File: config.mk
export PLATFORM = sky130hd
export DESIGN_NAME = am_env_demod
export DESIGN_NICKNAME = d
export VERILOG_FILES = /design/src/rtl/am_demod_pkg.sv /design/src/rtl/am_rect.sv /design/src/rtl/am_env_demod.sv
export SDC_FILE = /design/constraint.sdc
export NUM_CORES = 2
export LEC_CHECK = 0
export BUFFER_PORTS_ARGS = -buffer_cell sky130_fd_sc_hd__buf_2
export CORE_MARGIN = 4
export CORE_UTILIZATION = 55
export DETAILED_ROUTE_END_ITERATION = 10
export GPL_ROUTABILITY_DRIVEN = 0
export PLACE_DENSITY = 0.81
export SLEW_MARGIN = 20
export SYNTH_ARGS = -nofsm -noshare
export SYNTH_HDL_FRONTEND = slang
export SYNTH_SLANG_ARGS = --single-unit
export TNS_END_PERCENT = 10
File: constraint.sdc
create_clock -name clk_i -period 17.1 [get_ports clk_i]
set_input_delay 0 -clock clk_i [delete_from_list [all_inputs] [get_ports clk_i]]
set_output_delay 0 -clock clk_i [all_outputs]
set_load 0.01 [all_outputs]
File: src/rtl/am_demod_pkg.sv
// am_demod_pkg: shared types and helpers for the AM envelope demodulator.
//   state_t  : MAC engine state (IDLE, MAC, DONE)
//   acc_bits : accumulator width that cannot overflow for a K-tap symmetric FIR
//   sat_s    : clamp a signed value to a signed 'width'-bit range
package am_demod_pkg;

  typedef enum logic [1:0] {
    IDLE = 2'd0,
    MAC  = 2'd1,
    DONE = 2'd2
  } state_t;

  // The pre-add is D+1 bits, the product adds M, and K/2 terms add clog2(K/2).
  function automatic int acc_bits(input int d, input int m, input int k);
    return d + 1 + m + $clog2(k / 2);
  endfunction

  function automatic logic signed [63:0] sat_s(input logic signed [63:0] value,
                                               input int                 width);
    logic signed [63:0] hi;
    logic signed [63:0] lo;
    hi = (64'sd1 <<< (width - 1)) - 64'sd1;
    lo = -hi - 64'sd1;
    if (value > hi) return hi;
    if (value < lo) return lo;
    return value;
  endfunction

endpackage

File: src/rtl/am_rect.sv
// am_rect: full-wave rectifier for signed samples.
//   i_x : signed sample, D_BITS wide
//   o_r : |i_x|, D_BITS wide and never negative; the most negative input
//         maps to the largest positive value instead of wrapping.
module am_rect #(
  parameter int D_BITS = 16
) (
  input  logic signed [D_BITS-1:0] i_x,
  output logic        [D_BITS-1:0] o_r
);

  localparam logic [D_BITS-1:0] MOST_NEG = {1'b1, {(D_BITS-1){1'b0}}};
  localparam logic [D_BITS-1:0] MOST_POS = {1'b0, {(D_BITS-1){1'b1}}};

  logic [D_BITS-1:0] w_neg;

  assign w_neg = ~$unsigned(i_x) + D_BITS'(1);

  always_comb begin
    if ($unsigned(i_x) == MOST_NEG) o_r = MOST_POS;
    else if (i_x[D_BITS-1])         o_r = w_neg;
    else                            o_r = $unsigned(i_x);
  end

endmodule

File: src/rtl/am_env_demod.sv
// am_env_demod: AM envelope recovery = rectify -> symmetric K-tap FIR -> decimate by R.
// A single multiplier walks the K/2 symmetric tap pairs of a snapshot of the
// delay line, so one output takes K/2 MAC cycles plus one DONE cycle.
//   clk_i, rst_n_i : clock, asynchronous active-low reset
//   x_i, x_valid_i : signed sample, accepted on every rising edge with x_valid_i high
//   a_i            : K/2 packed signed half-coefficients, a_i[0] is the centre pair
//   y_o, y_valid_o : saturated filter output, registered; y_valid_o pulses one cycle
//   busy_o         : MAC engine is computing (MAC or DONE)
//   ovf_o          : one-cycle pulse after a decimation trigger was dropped
//   dbg_state_o    : current engine state
// Handshake: there is no ready; every x_valid_i-high edge consumes x_i and
// y_valid_o is a single-cycle pulse with no backpressure.
module am_env_demod
  import am_demod_pkg::*;
#(
  parameter int K      = 32,
  parameter int D_BITS = 16,
  parameter int M_BITS = 16,
  parameter int R      = 8
) (
  input  logic                             clk_i,
  input  logic                             rst_n_i,
  input  logic signed [D_BITS-1:0]         x_i,
  input  logic                             x_valid_i,
  input  logic        [K/2*M_BITS-1:0]     a_i,
  output logic signed [D_BITS+M_BITS-1:0]  y_o,
  output logic                             y_valid_o,
  output logic                             busy_o,
  output logic                             ovf_o,
  output state_t                           dbg_state_o
);

  localparam int HALF     = K / 2;
  localparam int Y_BITS   = D_BITS + M_BITS;
  localparam int P_BITS   = D_BITS + M_BITS + 1;
  localparam int ACC_BITS = acc_bits(D_BITS, M_BITS, K);
  localparam int IDX_W    = $clog2(K);
  localparam int J_W      = (HALF > 1) ? $clog2(HALF) : 1;
  localparam int PH_W     = (R > 1) ? $clog2(R) : 1;

  logic [D_BITS-1:0]          r_d [K];
  logic [D_BITS-1:0]          r_s [K];
  logic signed [ACC_BITS-1:0] r_acc;
  logic [J_W-1:0]             r_j;
  logic [PH_W-1:0]            r_ph;
  state_t                     r_state;
  logic signed [Y_BITS-1:0]   r_y;
  logic                       r_y_valid;
  logic                       r_ovf;

  logic [D_BITS-1:0]          w_r;
  logic                       w_trig;
  logic signed [M_BITS-1:0]   w_a [HALF];
  logic [IDX_W-1:0]           w_lo_idx;
  logic [IDX_W-1:0]           w_hi_idx;
  logic [D_BITS:0]            w_pre_u;
  logic signed [P_BITS-1:0]   w_coef_x;
  logic signed [P_BITS-1:0]   w_pre_x;
  logic signed [P_BITS-1:0]   w_prod;
  logic signed [ACC_BITS-1:0] w_prod_x;
  logic signed [63:0]         w_sat;

  am_rect #(.D_BITS(D_BITS)) u_rect (
    .i_x (x_i),
    .o_r (w_r)
  );

  for (genvar g = 0; g < HALF; g++) begin : g_coef
    assign w_a[g] = a_i[g*M_BITS +: M_BITS];
  end

  assign w_trig = x_valid_i && (r_ph == PH_W'(R - 1));

  // Tap pair j sits symmetrically around the centre of the snapshot.
  assign w_lo_idx = IDX_W'(HALF - 1) - IDX_W'(r_j);
  assign w_hi_idx = IDX_W'(HALF) + IDX_W'(r_j);

  // Rectified samples are non-negative, so the zero-extended pre-add is a
  // positive signed value one bit wider than a sample.
  assign w_pre_u  = {1'b0, r_s[w_lo_idx]} + {1'b0, r_s[w_hi_idx]};
  assign w_pre_x  = P_BITS'($signed(w_pre_u));
  assign w_coef_x = P_BITS'(w_a[r_j]);
  assign w_prod   = w_coef_x * w_pre_x;
  assign w_prod_x = ACC_BITS'(w_prod);
  assign w_sat    = sat_s(64'(r_acc), Y_BITS);

  always_ff @(posedge clk_i or negedge rst_n_i) begin
    if (!rst_n_i) begin
      for (int i = 0; i < K; i++) begin
        r_d[i] <= '0;
        r_s[i] <= '0;
      end
      r_acc     <= '0;
      r_j       <= '0;
      r_ph      <= '0;
      r_state   <= IDLE;
      r_y       <= '0;
      r_y_valid <= 1'b0;
      r_ovf     <= 1'b0;
    end else begin
      r_y_valid <= 1'b0;
      r_ovf     <= 1'b0;

      if (x_valid_i) begin
        r_d[0] <= w_r;
        for (int i = 1; i < K; i++) r_d[i] <= r_d[i-1];
        r_ph <= (r_ph == PH_W'(R - 1)) ? '0 : r_ph + PH_W'(1);
      end

      // A trigger arriving while the engine is still busy is lost.
      if (w_trig && (r_state != IDLE)) r_ovf <= 1'b1;

      case (r_state)
        IDLE: begin
          if (w_trig) begin
            // Snapshot the line as it will look after this edge's shift.
            r_s[0] <= w_r;
            for (int i = 1; i < K; i++) r_s[i] <= r_d[i-1];
            r_acc   <= '0;
            r_j     <= '0;
            r_state <= MAC;
          end
        end
        MAC: begin
          r_acc <= r_acc + w_prod_x;
          if (r_j == J_W'(HALF - 1)) r_state <= DONE;
          else                       r_j     <= r_j + J_W'(1);
        end
        DONE: begin
          r_y       <= w_sat[Y_BITS-1:0];
          r_y_valid <= 1'b1;
          r_state   <= IDLE;
        end
        default: r_state <= IDLE;
      endcase
    end
  end

  assign y_o         = r_y;
  assign y_valid_o   = r_y_valid;
  assign busy_o      = (r_state != IDLE);
  assign ovf_o       = r_ovf;
  assign dbg_state_o = r_state;

endmodule

**Yosys cells after proc, flatten, opt, wreduce, memory -nomap -nowiden**

Cells that the tools add are included.

- Add/subtract/negate cells: 7
- Multipliers: 1
- $lt $le $gt $ge: 5
- Equality and inequality tests: 8
- Mux-type cells: 29
- Bitwise operators: 4
- Reductions and logical operators: 9

Operators with widths:

| cell | count |
|---|---|
| $bmux W16 S5 | 2 |
| $mux W16 | 8 |
| $mux W32 | 4 |
| $pmux W37 S2 | 1 |
| $bmux W16 S4 | 1 |
| $add A37 B33 Y37 | 1 |
| $gt A37 B32 Y1 const B | 1 |
| $lt A37 B32 Y1 const B | 1 |
| $mux W37 | 1 |
| $mul A16 B17 Y33 | 1 |
| $add A16 B16 Y17 | 1 |
| $add A16 B1 Y16 const B | 1 |
| $eq A16 B16 Y1 const B | 1 |
| $not A16 Y16 | 1 |
| $ge A6 B6 Y1 const B | 2 |
| $not A5 Y6 | 2 |
| $mux W4 | 2 |
| $pmux W4 S2 | 1 |
| $ne A2 B2 Y1 const B | 3 |
| $reduce_and A2 Y1 | 3 |
| $add A5 B4 Y5 const A | 1 |
| $ge A5 B5 Y1 const B | 1 |
| $mux W1 | 5 |
| $not A4 Y5 | 1 |
| 14 further kinds | 17 |

- Register bits: 1088
- Input port bits: 275
- Output and inout bits: 37
- Logic and storage cells: 133

**Logic depth before layout (Yosys ltp)**

- Depth after elaboration: 9
- Depth in mapped cells: 40
- Mapped depth without buffers: 33

**Modules after synthesis**

Synthesis repeated with hierarchy kept, for this count alone.

- Cells, all modules: 5334
- Area, all modules: 59403.2 um^2

Modules (own cells, without submodules):

| module | instances | cells each | area each (um^2) | seq. area each (um^2) |
|---|---|---|---|---|
| am_env_demod | 1 | 5269 | 58934.0 | 27226.1 |
| am_rect | 1 | 65 | 469.2 | 0.0 |

**Worst setup path after synthesis**

OpenSTA, ideal clock, no wires.

- Path type: flip-flop to flip-flop
- Start point: register r_j[0]
- End point: register r_acc[36]
- Setup time: 0.076 ns
- Data arrival time: 10.131 ns
- Required time: 17.024 ns
- Setup slack: 6.893 ns
- Stages on the path, launching flop included: 37
- Path buffers: 6
- Period minus slack after synthesis: 10.207 ns
- Cells stage by stage: dfrtp_1 -> buf_2 -> buf_2 -> buf_2 -> buf_2 -> buf_2 -> mux4_2 -> mux4_2 -> ha_1 -> a21o_1 -> a21oi_1 -> o21ai_1 -> a41oi_1 -> a21oi_1 -> o41a_1 -> xor2_1 -> clkbuf_1 -> nand2_1 -> fa_1 -> inv_1 -> fa_1 -> fa_1 -> fa_1 -> fa_1 -> inv_1 -> fa_1 -> inv_1 -> ha_1 -> a21o_1 -> a31o_1 -> a221o_1 -> a21o_1 -> or2_1 -> a211o_1 -> a21oi_2 -> xnor3_1 -> o21ai_1

- Longest elaborated chain between the ends: 9
- Elaborated cells on any way between the ends: 18

Ends and longest elaborated chain:

| what | line | RTL |
|---|---|---|
| start: declaration | am_env_demod.sv:44 | `logic [J_W-1:0] r_j;` |
| start signal: assignment | am_env_demod.sv:127 | `else r_j <= r_j + J_W'(1);` |
| $add A5 B4 Y5 / $sub A4 B4 Y5 (equally long branches) | am_env_demod.sv:76, am_env_demod.sv:75 |  |
| $not A5 Y6 (implied by the code) | am_env_demod.sv:80 | `assign w_pre_u = {1'b0, r_s[w_lo_idx]} + {1'b0, r_s[w_hi_idx]};` |
| $bmux W16 S5 | am_env_demod.sv:80 |  |
| $mux W16 (implied by the code) (2 in series) | am_env_demod.sv:80 |  |
| $add A16 B16 Y17 | am_env_demod.sv:80 |  |
| $mul A16 B17 Y33 (*) | am_env_demod.sv:83 | `assign w_prod = w_coef_x * w_pre_x;` |
| $add A37 B33 Y37 (*) | am_env_demod.sv:125 | `r_acc <= r_acc + w_prod_x;` |
| $pmux W37 S2 (*) | am_env_demod.sv:113 | `case (r_state)` |
| end signal: assignment | am_env_demod.sv:125 |  |
| end: declaration | am_env_demod.sv:43 | `logic signed [ACC_BITS-1:0] r_acc;` |

Every way passes the cells marked *; elsewhere a longest branch is shown, timed or not. The select of a mux whose other input is x is not followed.
A chain may end at the register's enable or synchronous reset.

**Final worst setup path**

Ends and elaborated chain as after synthesis.

==> reports/qor.yml <==
finish:
  layout-drive-gt1-share_pct: 23.01
  final_common_cell: "nand2_1"
  area_delta_synth_final_pct: 11.24
  mostFrequentLayoutCells: "nand2_1, dfrtp_1, mux2_2"
  nets: 6247
grt:
  grt_pass1_wl_mm: 231.9
  gr-usage-met2_pct: 43.26
  grt_busiest_layer: "met2"
  grt_pass1_vias: 42330
  met1_usage_pct: 32.16
  gr-usage-met3_pct: 6.005
  grtUsageTotal_pct: 26.03
  grt_max_degree: 217
  antenna_found_initial: 25
  grt-ovfl-total: 0
synthesis:
  ys_seq_area_share_pct: 46.08
  synth.avg_cell_area_um2: 11.13
  synthCells: 5311
  ys_types: 64
  netlist_area_um2: 59090
  ys_warn_count: 0
  synthesis.nets: 6045
  ys.flop_type: "dfrtp_1"
  synth_edf_count: 0
  ys_ff_latch: 1088
  synthArstFlopShare_pct: 100.0
floorplanning:
  row_count: 119
  die_area_um2: 112700
  io-pin-count: 312
  start_util_pct: 55.73
  die_y_um: 335.8
  die_w_um: 335.8
  core_region_area_um2: 106000
run:
  drv_cap: 0
outcome:
  status: "finished clean"
cts:
  clk_latency_ns: 0.69
  path_clk_slew_ns: 0.06
  cts_tree: "yes"
  h-tree-depth: 3
  clockRootBuffer: "clkbuf_16"
  clock_sinks: 1088
  clk_path_buf_depth: 3
  cts_buffers: 101
route:
  ant_nets: 0
  avgRoutedWirePerCell_um: 20.36
  route.detailed.drc: 0
  dr.pass1.iters: 7
  vias_per_cell: 5.705
  wirelength_mm: 142.5
  dr_total_vias: 39930
  drtIter0Drc: 2947
worst_setup_path:
  crit_path_max_fanout: 46
  crit_slowest_cell: "buf_4"
  path_class: "reg2reg"
  max_stage_delay_ns: 0.83
  cpMostUsedCell: "fa_1"
  start_kind: "register"
  crit_path_end_kind: "register"
  required_ns: 17.69
  crit_arrival_ns: 11.88
placed_design:
  port-buffer-count: 311
  dp_hpwl_mm: 94.06
timing:
  tightest_slew_ns: 1.158
  hold_viol_final: 0
  drv_slew: 0
  fin_tns_setup_ns: 0
  rsz0062_at_grt: "no"
  post-route-min-period_ns: 11.30
  setup-violations-final: 0
  slew-limit-headroom_pct: 22.78
  fmax_mhz: 88.50
  skew_ns: 0.03062
  fin_crit_sh_pct: 66.08
worst_hold_path:
  holdCritPathClass: "in2async"
per-layer routing:
metal,vias up,part of all wire (%)
li1,17670,-
met1,20460,38
met2,1427,50
met3,369,7.1
met4,16,4.9
met5,-,0.074
flip-flops by register name (all words and copies together), names as in the netlist:
signal and cells:
r_ph 3, dbg_state_o 2, r_acc 37, r_d 496, y_valid_o 1, r_j 4, y_o 32, r_s 512
ovf_o 1
worst paths after layout:
check / startpoint / endpoint / slack (ns) / cells after the start
max: r_j[0] / r_acc[36] / 5.80 / 33
min in group clk_i: x_i[10] / r_s[506] / 0.32 / 5
max reg2reg: r_j[0] / r_acc[36] / 5.80 / 33
max in group asynchronous: rst_n_i / r_s[109] / 14.21 / 6
min: rst_n_i / r_d[393] / 0.31 / 3
min reg2reg: r_d[17] / r_s[1] / 0.46 / 2
synthesized netlist by cell type (5+ instances only):
master / count / area (um2)
nand2_1: 1745 / 6550
dfrtp_1: 1088 / 27230
mux2_2: 490 / 5518
inv_1: 402 / 1509
fa_1: 331 / 6626
clkbuf_1: 241 / 904.6
mux4_2: 236 / 5315
ha_1: 128 / 1602
nor2_1: 91 / 341.6
and2_1: 88 / 550.5
o21ai_0: 83 / 415.4
a21oi_1: 80 / 400.4
xnor2_1: 35 / 306.5
nand3_1: 30 / 150.1
xor2_1: 25 / 219.0
buf_2: 23 / 115.1
a21o_1: 22 / 165.2
o21ai_1: 22 / 110.1
buf_1: 19 / 71.32
nor2b_1: 13 / 81.33
nor3_1: 11 / 55.05
mux2i_1: 9 / 90.09
nand2b_1: 9 / 56.30
a211oi_1: 7 / 52.55
and3_1: 5 / 31.28
o21a_1: 5 / 37.54
layout make-up:
class	instances	area (um2)
clock buffer	142	2952
clock inverter	46	634.4
timing repair buffer	384	2321
inverter	406	1524
sequential	1088	27240
tap	1391	1740
fill	7831	40290
antenna	11	27.53
multi-input combinational	3532	29290
logic make-up (layout without fill, tap and decap cells):
logic type | after synthesis | after routing | share of synthesized area [%]
xor+xnor | 61 | 61 | 0.9275
fa+ha+maj | 459 | 459 | 13.93
simple gates | 2015 | 2015 | 13.50
flops | 1088 | 1088 | 46.08
other cells | 0 | 11 | 0
mux | 735 | 735 | 18.49
buf+inv | 691 | 978 | 4.468
compound gates | 262 | 262 | 2.615
worst max-delay path, delay by kind of cell (launching register included):
kind | cells | cell delay (ns)
xor gates and xnor gates | 1 | 0.32
adders and majority gates | 8 | 3.63
DFF | 1 | 0.71
muxes | 3 | 1.41
buffers and inverters | 5 | 1.04
and+or+nand+nor | 3 | 1.02
AOI/OAI and AO/OA | 13 | 3.04
timing repair:
action	in CTS	in global routing
resized for setup	0	0
hold endpoints to repair	238	28
hold buffers	23	1
setup buffers	0	0
through the flow:
| step | util, % | instances | hold slack [ns] | setup slack (ns) | instance area [um2] |
|---|---|---|---|---|---|
| after floorplan | - | 5311 | -0.2956 | 6.893 | 59090 |
| after global placement | 58.29 | 6775 | 0.1927 | 5.968 | 61790 |
| after detailed placement | 58.29 | 6775 | 0.2014 | 5.530 | 61790 |
| after CTS | 61.89 | 6986 | 0.05287 | 5.534 | 65610 |
| after global routing | 61.98 | 6994 | 0.3390 | 5.167 | 65710 |
| final | 62.00 | 7000 | 0.3063 | 5.801 | 65730 |
Power is left out: the tool's default activity adds up to more than one toggle a clock period on the data nets, which glitch-free logic cannot reach.
